==> src/rtl/uart_rx.sv <==
// -----------------------------------------------------------------------------
// uart_rx -- 8N1 UART receiver.
//
// Deserialises the asynchronous Rx line into bytes, LSB first, and holds the
// most recent byte in a one-entry buffer until it is consumed with rd_en.
// Framing errors (stop bit sampled low) and overruns (a byte completing while
// the buffer is still full) are reported through sticky flags that stay set
// until err_clr.
//
// Ports:
//   clk        system clock
//   reset      asynchronous, active-high reset
//   Rx         serial input, idle high, asynchronous to clk
//   rd_en      one-cycle pulse, consumes the buffered byte
//   err_clr    one-cycle pulse, clears frame_err and overrun
//   rx_data    last received byte
//   rx_valid   buffered byte available
//   frame_err  sticky, stop bit sampled low
//   overrun    sticky, byte completed while rx_valid was still set
//   busy       high whenever the receiver is not idle
//
// Parameters:
//   CLKS_PER_BIT  clock cycles per bit period (4 or more)
//   HALF_BIT      start-bit mid-point offset, derived from CLKS_PER_BIT
// -----------------------------------------------------------------------------
module uart_rx #(
    parameter int CLKS_PER_BIT = 868,
    parameter int HALF_BIT     = CLKS_PER_BIT / 2
) (
    input  logic       clk,
    input  logic       reset,
    input  logic       Rx,
    input  logic       rd_en,
    input  logic       err_clr,
    output logic [7:0] rx_data,
    output logic       rx_valid,
    output logic       frame_err,
    output logic       overrun,
    output logic       busy
);

    // Counter wide enough to reach CLKS_PER_BIT-1.
    localparam int CNT_W = (CLKS_PER_BIT > 1) ? $clog2(CLKS_PER_BIT) : 1;

    // Terminal counts: end of a full bit period, and the start-bit mid-point.
    localparam logic [CNT_W-1:0] CNT_BIT_END  = CNT_W'(CLKS_PER_BIT - 1);
    localparam logic [CNT_W-1:0] CNT_HALF_END = CNT_W'(HALF_BIT - 1);
    localparam logic [CNT_W-1:0] CNT_ZERO     = {CNT_W{1'b0}};
    localparam logic [CNT_W-1:0] CNT_ONE      = CNT_W'(1);

    typedef enum logic [2:0] {
        IDLE      = 3'd0,
        START     = 3'd1,
        DATA      = 3'd2,
        STOP      = 3'd3,
        WAIT_HIGH = 3'd4
    } state_t;

    // -------------------------------------------------------------------------
    // Internal state
    // -------------------------------------------------------------------------
    logic [1:0]       rx_sync_r;     // [0] first stage, [1] second stage
    logic             rx_s;          // synchronised Rx, the only Rx used below

    state_t           state_r;
    logic [CNT_W-1:0] cnt_r;         // cycles elapsed in the current bit period
    logic [2:0]       idx_r;         // index of the data bit being received
    logic [7:0]       shift_r;       // data bits assembled LSB first

    logic [7:0]       rx_data_r;
    logic             rx_valid_r;
    logic             frame_err_r;
    logic             overrun_r;
    logic             busy_r;

    // -------------------------------------------------------------------------
    // Input synchroniser
    // -------------------------------------------------------------------------
    // Two-flop synchroniser for the asynchronous Rx line; resets to idle-high
    // so that reset release never looks like a start bit.
    always_ff @(posedge clk or posedge reset) begin
        if (reset) begin
            rx_sync_r <= 2'b11;
        end else begin
            rx_sync_r <= {rx_sync_r[0], Rx};
        end
    end

    assign rx_s = rx_sync_r[1];

    // -------------------------------------------------------------------------
    // Receive FSM, byte buffer and sticky status
    // -------------------------------------------------------------------------
    // Single FSM process. The host-side clears (rd_en, err_clr) are applied
    // first so that a receive event later in the same cycle overrides them:
    // a byte completing alongside rd_en keeps rx_valid set, and a fresh error
    // alongside err_clr leaves the flag set.
    always_ff @(posedge clk or posedge reset) begin
        if (reset) begin
            state_r     <= IDLE;
            cnt_r       <= CNT_ZERO;
            idx_r       <= 3'd0;
            shift_r     <= 8'h00;
            rx_data_r   <= 8'h00;
            rx_valid_r  <= 1'b0;
            frame_err_r <= 1'b0;
            overrun_r   <= 1'b0;
            busy_r      <= 1'b0;
        end else begin
            // Host-side consume and error clear, independent of FSM state.
            if (rd_en) begin
                rx_valid_r <= 1'b0;
            end
            if (err_clr) begin
                frame_err_r <= 1'b0;
                overrun_r   <= 1'b0;
            end

            case (state_r)
                // Line idle: a low level on the synchronised line is a
                // candidate start bit.
                IDLE: begin
                    if (rx_s == 1'b0) begin
                        state_r <= START;
                        cnt_r   <= CNT_ZERO;
                        busy_r  <= 1'b1;
                    end else begin
                        busy_r  <= 1'b0;
                    end
                end

                // Confirm the start bit at its mid-point. A line that has
                // returned high by then was a glitch and is dropped silently.
                START: begin
                    if (cnt_r == CNT_HALF_END) begin
                        cnt_r <= CNT_ZERO;
                        if (rx_s == 1'b0) begin
                            state_r <= DATA;
                            idx_r   <= 3'd0;
                        end else begin
                            state_r <= IDLE;
                            busy_r  <= 1'b0;
                        end
                    end else begin
                        cnt_r <= cnt_r + CNT_ONE;
                    end
                end

                // Having aligned to the start-bit mid-point, each full bit
                // period lands the sample in the middle of the next data bit.
                DATA: begin
                    if (cnt_r == CNT_BIT_END) begin
                        cnt_r          <= CNT_ZERO;
                        shift_r[idx_r] <= rx_s;
                        if (idx_r == 3'd7) begin
                            state_r <= STOP;
                        end else begin
                            idx_r <= idx_r + 3'd1;
                        end
                    end else begin
                        cnt_r <= cnt_r + CNT_ONE;
                    end
                end

                // Stop-bit mid-point. Returning to IDLE here, rather than at
                // the end of the stop bit, leaves half a bit of slack so that
                // back-to-back frames with a single stop bit are caught.
                STOP: begin
                    if (cnt_r == CNT_BIT_END) begin
                        cnt_r <= CNT_ZERO;
                        if (rx_s == 1'b1) begin
                            rx_data_r  <= shift_r;
                            rx_valid_r <= 1'b1;
                            // Reading in the completing cycle frees the slot,
                            // so only an unread buffer counts as an overrun.
                            if (rx_valid_r && !rd_en) begin
                                overrun_r <= 1'b1;
                            end
                            state_r <= IDLE;
                            busy_r  <= 1'b0;
                        end else begin
                            // Buffer untouched: a badly framed byte is never
                            // delivered.
                            frame_err_r <= 1'b1;
                            state_r     <= WAIT_HIGH;
                        end
                    end else begin
                        cnt_r <= cnt_r + CNT_ONE;
                    end
                end

                // Break or stuck-low line: hold off until the line is idle
                // again so the low level is not mistaken for a start bit.
                WAIT_HIGH: begin
                    if (rx_s == 1'b1) begin
                        state_r <= IDLE;
                        busy_r  <= 1'b0;
                    end else begin
                        busy_r  <= 1'b1;
                    end
                end

                default: begin
                    state_r <= IDLE;
                    cnt_r   <= CNT_ZERO;
                    idx_r   <= 3'd0;
                    busy_r  <= 1'b0;
                end
            endcase
        end
    end

    // -------------------------------------------------------------------------
    // Outputs, all driven straight from registers
    // -------------------------------------------------------------------------
    assign rx_data   = rx_data_r;
    assign rx_valid  = rx_valid_r;
    assign frame_err = frame_err_r;
    assign overrun   = overrun_r;
    assign busy      = busy_r;

endmodule

==> config.mk <==
export PLATFORM = sky130hd
export DESIGN_NAME = uart_rx
export DESIGN_NICKNAME = d
export VERILOG_FILES = /design/src/rtl/uart_rx.sv
export SDC_FILE = /design/constraint.sdc
export NUM_CORES = 1
export LEC_CHECK = 0
export ABC_CLOCK_PERIOD_IN_PS = 2700
export BUFFER_PORTS_ARGS = -buffer_cell sky130_fd_sc_hd__buf_2
export CORE_ASPECT_RATIO = 1.25
export CORE_MARGIN = 5
export CORE_UTILIZATION = 58
export DETAILED_ROUTE_END_ITERATION = 7
export PLACE_DENSITY = 0.74
export SLEW_MARGIN = 40
export SYNTH_ARGS = -nofsm -noshare
export SYNTH_HDL_FRONTEND = slang
export SYNTH_SLANG_ARGS = --single-unit
==> constraint.sdc <==
create_clock -name clk -period 2.7 [get_ports clk]
set_input_delay 0 -clock clk [delete_from_list [all_inputs] [get_ports clk]]
set_output_delay 0 -clock clk [all_outputs]
set_load 0.03 [all_outputs]
# After elaboration in Yosys (flattened, before gate mapping)
# Cells that the tools add are included.
# word_totals
regBits	38
latch_bits	0
ram_bits	0
rom_bits	0
output_inout_bits	12
mem_count	0
# op_classes
n_addsub	2
multipliers	0
div	0
magnitude_cmp	2
n_eq_ne	15
shifts	0
muxes	39
n_bitwise	3
reduce_logical	13
# ops
operator	count
one-hot mux 10 bit (4 select lines)	1
two-way mux 3 bit	11
two-way mux 10 bit	3
two-way mux 1 bit	18
inequality test 2 bit (second input constant)	8
one-hot mux 3 bit (5 select lines)	1
adder 10 x 1 -> 10 bit (second input constant)	1
equality test 10 bit (second input constant)	1
equality test 10 x 9 -> 1 bit (second input constant)	1
one-hot mux 3 bit (3 select lines)	1
bitwise mux 8 bit	1
equality test 3 x 2 -> 1 bit (second input constant)	2
equality test 3 bit (second input constant)	2
AND reduction 3 bit	2
AND reduction 6 bit	1
AND reduction 5 bit	1
less-than comparator 3 x 4 -> 1 bit (second input constant)	1
one-hot mux 1 bit (4 select lines)	1
AND reduction 2 bit	2
OR reduction 2 bit	2
adder 3 x 1 -> 3 bit (second input constant)	1
demux 1 bit (select 3 bit)	1
equality test 3 x 1 -> 1 bit (second input constant)	1
>= comparator 3 x 1 -> 1 bit (second input constant)	1
other kinds (6)	9

# Logic depth before layout (Yosys ltp)
# logic_depth
word_depth	6
depth_mapped	8

# Worst setup path after synthesis
# Ideal clock, no wire load.
# synth_path
path_type	reg-to-reg
from	register cnt_r[0]
to	register rx_data_r[0] (netlist: rx_data[0])
setup_ns	0.125
t_arrival_ns	1.916
t_required_ns	2.575
slack_ns	0.660
path_stages_with_launch	7
path_cell_list	dfrtp_1 > ha_1 > nor4bb_1 > nor3b_4 > nand2_1 > nor2_4 > mux2_2
# synth_between
elab_chain_len	2
# synth_rtl
item	line_no	rtl
start, declared	66	logic [CNT_W-1:0] cnt_r;
start signal, assigned	145	cnt_r <= cnt_r + CNT_ONE;
start signal, assigned	161	cnt_r <= cnt_r + CNT_ONE;
start signal, assigned	188	cnt_r <= cnt_r + CNT_ONE;
equality test 10 bit	169	if (cnt_r == CNT_BIT_END) begin
AND reduction 3 bit (no line)	--	
end signal, assigned	172	rx_data_r <= shift_r;
end, declared	70	logic [7:0] rx_data_r;
# Every way passes these cells.
# A chain may end at the register's enable or synchronous reset.

# Worst setup path in the final report
# layout_path
from	register cnt_r[0]
to	register overrun_r (netlist: overrun)
# layout_between
elab_chain_len	3
# layout_rtl
item	line_no	rtl
equality test 10 bit	169	
two-way mux 1 bit	169	
two-way mux 1 bit	119	case (state_r)
end signal, assigned	107	overrun_r <= 1'b0;
end signal, assigned	116	overrun_r <= 1'b0;
end signal, assigned	177	overrun_r <= 1'b1;
end, declared	73	logic overrun_r;
# Every way passes these cells.

==> qor.yml <==
firstDrtPassIters: 4
regArea_um2: 953
synth_edf_count: 0
cts_buffer_depth: 2
clockRootBuffer: "clkbuf_8"
drtIter0Drc: 61
fmax_ghz: 0.432
routedWlPerCell_um: 15.3
clkTransAtPathRegs_ps: 70
ios: 17
place_ws_ps: 407
synthToLayoutAreaGrowth_pct: 15.5
synth_top_area_share_pct: 47.7
postSynthCellCount: 177
final_cell_mix: "dfrtp_1 (36), nand2_1 (18), mux2_2 (17)"
path_delay_family: "simple AND/OR/NAND/NOR gates"
clk_latency_ps: 290
die_h_um: 73.8
critPathLaunchType: "flip-flop"
die_width_um: 61.0
antenna_found_initial: 0
hold_ws_ps: 356
post_synth.cell_area_avg_um2: 10.7
synth_xor_area_share_pct: 0
worst_pin_slew_ps: 826
finalCritPeriodShare_pct: 85.8
status: "completed"
slew_viol_final: 0
wl_mm: 3.63
worst-path-max-fanout: 7
rows: 23
criticalPathCategory: "flip-flop to flip-flop"
synth_compound_area_share_pct: 12.1
path_cells: "ha_1 > nor4bb_1 > nor3b_4 > nand4_1 > o22ai_1 > dlygate4sd3_1"
rsz0062_at_grt: "no"
finalSetupTns_ps: 0
drc: 0
timing_hold_violations_final: 0
ys.flop_type: "dfrtp_1"
viasPerCell: 6.00
start_util_pct: 59.6
synth_top_family_by_area: "simple AND/OR/NAND/NOR gates"
vias: 1422
place_area_um2: 1990
core-area_um2: 3170
worst_slack_ps: 383
synth_cell_types: 39
multi_input_area_um2: 875
syn-num-nets: 187
grt_pass1_wl_mm: 6.32
htree_levels: 2
total_power_uw: 1190
final_common_cell: "dfrtp_1"
synth-adder-area-share_pct: 3.31
drtAntennaViolNets: 0
grt_usage_pct: 19.2
fin_nets: 209
gp_congestion: 0.840
synth_warnings: 0
crit_buf_inv: 1
postLayoutCellArea_um2: 2180
port_buffers: 16
skew_ps: 5.91
min_path_type: "primary input to flip-flop"
cp_slowest_cell: "dlygate4sd3_1"
cts_sinks: 38
synth.area.top_cells: "dfrtp_1 (48%), mux2_2 (10%), nand2_1 (3.6%)"
drv_cap: 0
cts_made_buffers: 5
cts_tree: "yes"
synth.mux.area_fraction_pct: 11.2
setup_viol: 0
cp-end-kind: "flip-flop"
diodes: 0
grt_max_degree: 39
p_leak_uw: 0.00106
overflow: 0
syn_area_um2: 1890
critPathMaxStageDelay_ps: 560
cts-resized-gates: 0
grt_pass1_vias: 1452
yosysSeqAreaShare_pct: 50.5
drive_above_1_share_pct: 26.0
crit_required_ps: 2930
async_flop_share_pct: 100
critPathArrivalTime_ps: 2550
synth_top_cell_by_area: "dfrtp_1"
powerDensity_nw_per_um2: 545
relSlewSlack_pct: 44.6
fillers: 259
synthSimpleGateAreaFrac_pct: 19.7
dpl.hpwl_mm: 2.61
fin_crit_ps: 2320
dieArea_um2: 4500
synth-seq-cells: 38
worst_ir_drop_vdd_mv: 0.486
-- metrics by stage --
step / cells / utilization (%)
5_1_grt: 237 / 68.9
3_5_place_dp: 224 / 62.8
4_1_cts: 237 / 68.9
3_3_place_gp: 224 / 62.8
6_report: 237 / 68.9
2_1_floorplan: 177 / -
-- cell families (layout without fill, tap and decap cells) --
logic type / Yosys count / in the layout
fa+ha+maj: 5 / 5
flops: 38 / 38
mux: 19 / 19
buf+inv: 14 / 37
simple gates: 69 / 69
compound gates: 32 / 32
-- worst reg2reg max path: cells and delay by family, from the launching register on --
family | cells | cell delay, ps
compound gates | 1 | 150
simple gates | 3 | 920
buf+inv | 1 | 560
flops | 1 | 430
fa+ha+maj | 1 | 200
-- cells in the mapped netlist (all sizes together) (2+ instances only) --
cell	count
a21o	3
a21oi	3
a22o	2
a31oi	2
and3	2
buf	4
clkbuf	3
dfrtp	36
dfstp	2
ha	5
inv	7
mux2	17
mux2i	2
nand2	18
nand2b	4
nand3	11
nor2	10
nor3	7
nor3b	4
nor4	2
o21a	2
o21ai	11
o22ai	4
o41ai	2
or3	5
-- report_power, final --
part	internal, uW	switching (uW)
sequential	572	3.75
combinational	8.46	13.5
clock	394	196
-- sequential cells by signal, summed over array words and instances (netlist names) --
signal     count
cnt_r         10
rx_data        8
shift_r        8
idx_r          3
state_r        3
rx_sync_r      2
busy           1
frame_err      1
overrun        1
rx_valid       1
-- layout make-up --
class | count | area share [%]
flip-flops and latches | 38 | 43.7
multi-input cells | 125 | 40.1
repair buffers | 22 | 6.31
clock buffers | 6 | 3.79
clock inverters | 2 | 2.75
well taps | 37 | 2.12
inverters | 7 | 1.20
-- path summary, 6_finish.rpt --
| kind | startpoint | slack (ps) | cells past startpoint | to |
|---|---|---|---|---|
| max in group asynchronous | reset | 1990 | 4 | rx_sync_r[0]$_DFF_PP1_ |
| setup / recovery | cnt_r[0]$_DFFE_PP0P_ | 380 | 6 | overrun$_DFF_PP0_ |
| setup reg to reg | cnt_r[0]$_DFFE_PP0P_ | 380 | 6 | overrun$_DFF_PP0_ |
| min in group asynchronous | reset | 370 | 4 | shift_r[7]$_DFFE_PP0P_ |
| hold reg to reg | rx_sync_r[0]$_DFF_PP1_ | 360 | 0 | rx_sync_r[1]$_DFF_PP1_ |
| hold / removal | Rx | 360 | 2 | rx_sync_r[0]$_DFF_PP1_ |
-- routing by layer --
metal / global-route usage [%] / wire length [um] / vias to the layer above
li1: - / - / 686
met1: 20.9 / 1490 / 698
met2: 32.8 / 1920 / 29
met3: 4.75 / 118 / 9
met4: 11.3 / 102 / 0
met5: 0 / 0 / -
-- repair_timing --
action	in CTS	in global routing
setup buffers	0	0
hold endpoints to repair	40	0
hold buffers	5	0
(Power assumes the default switching activity.)
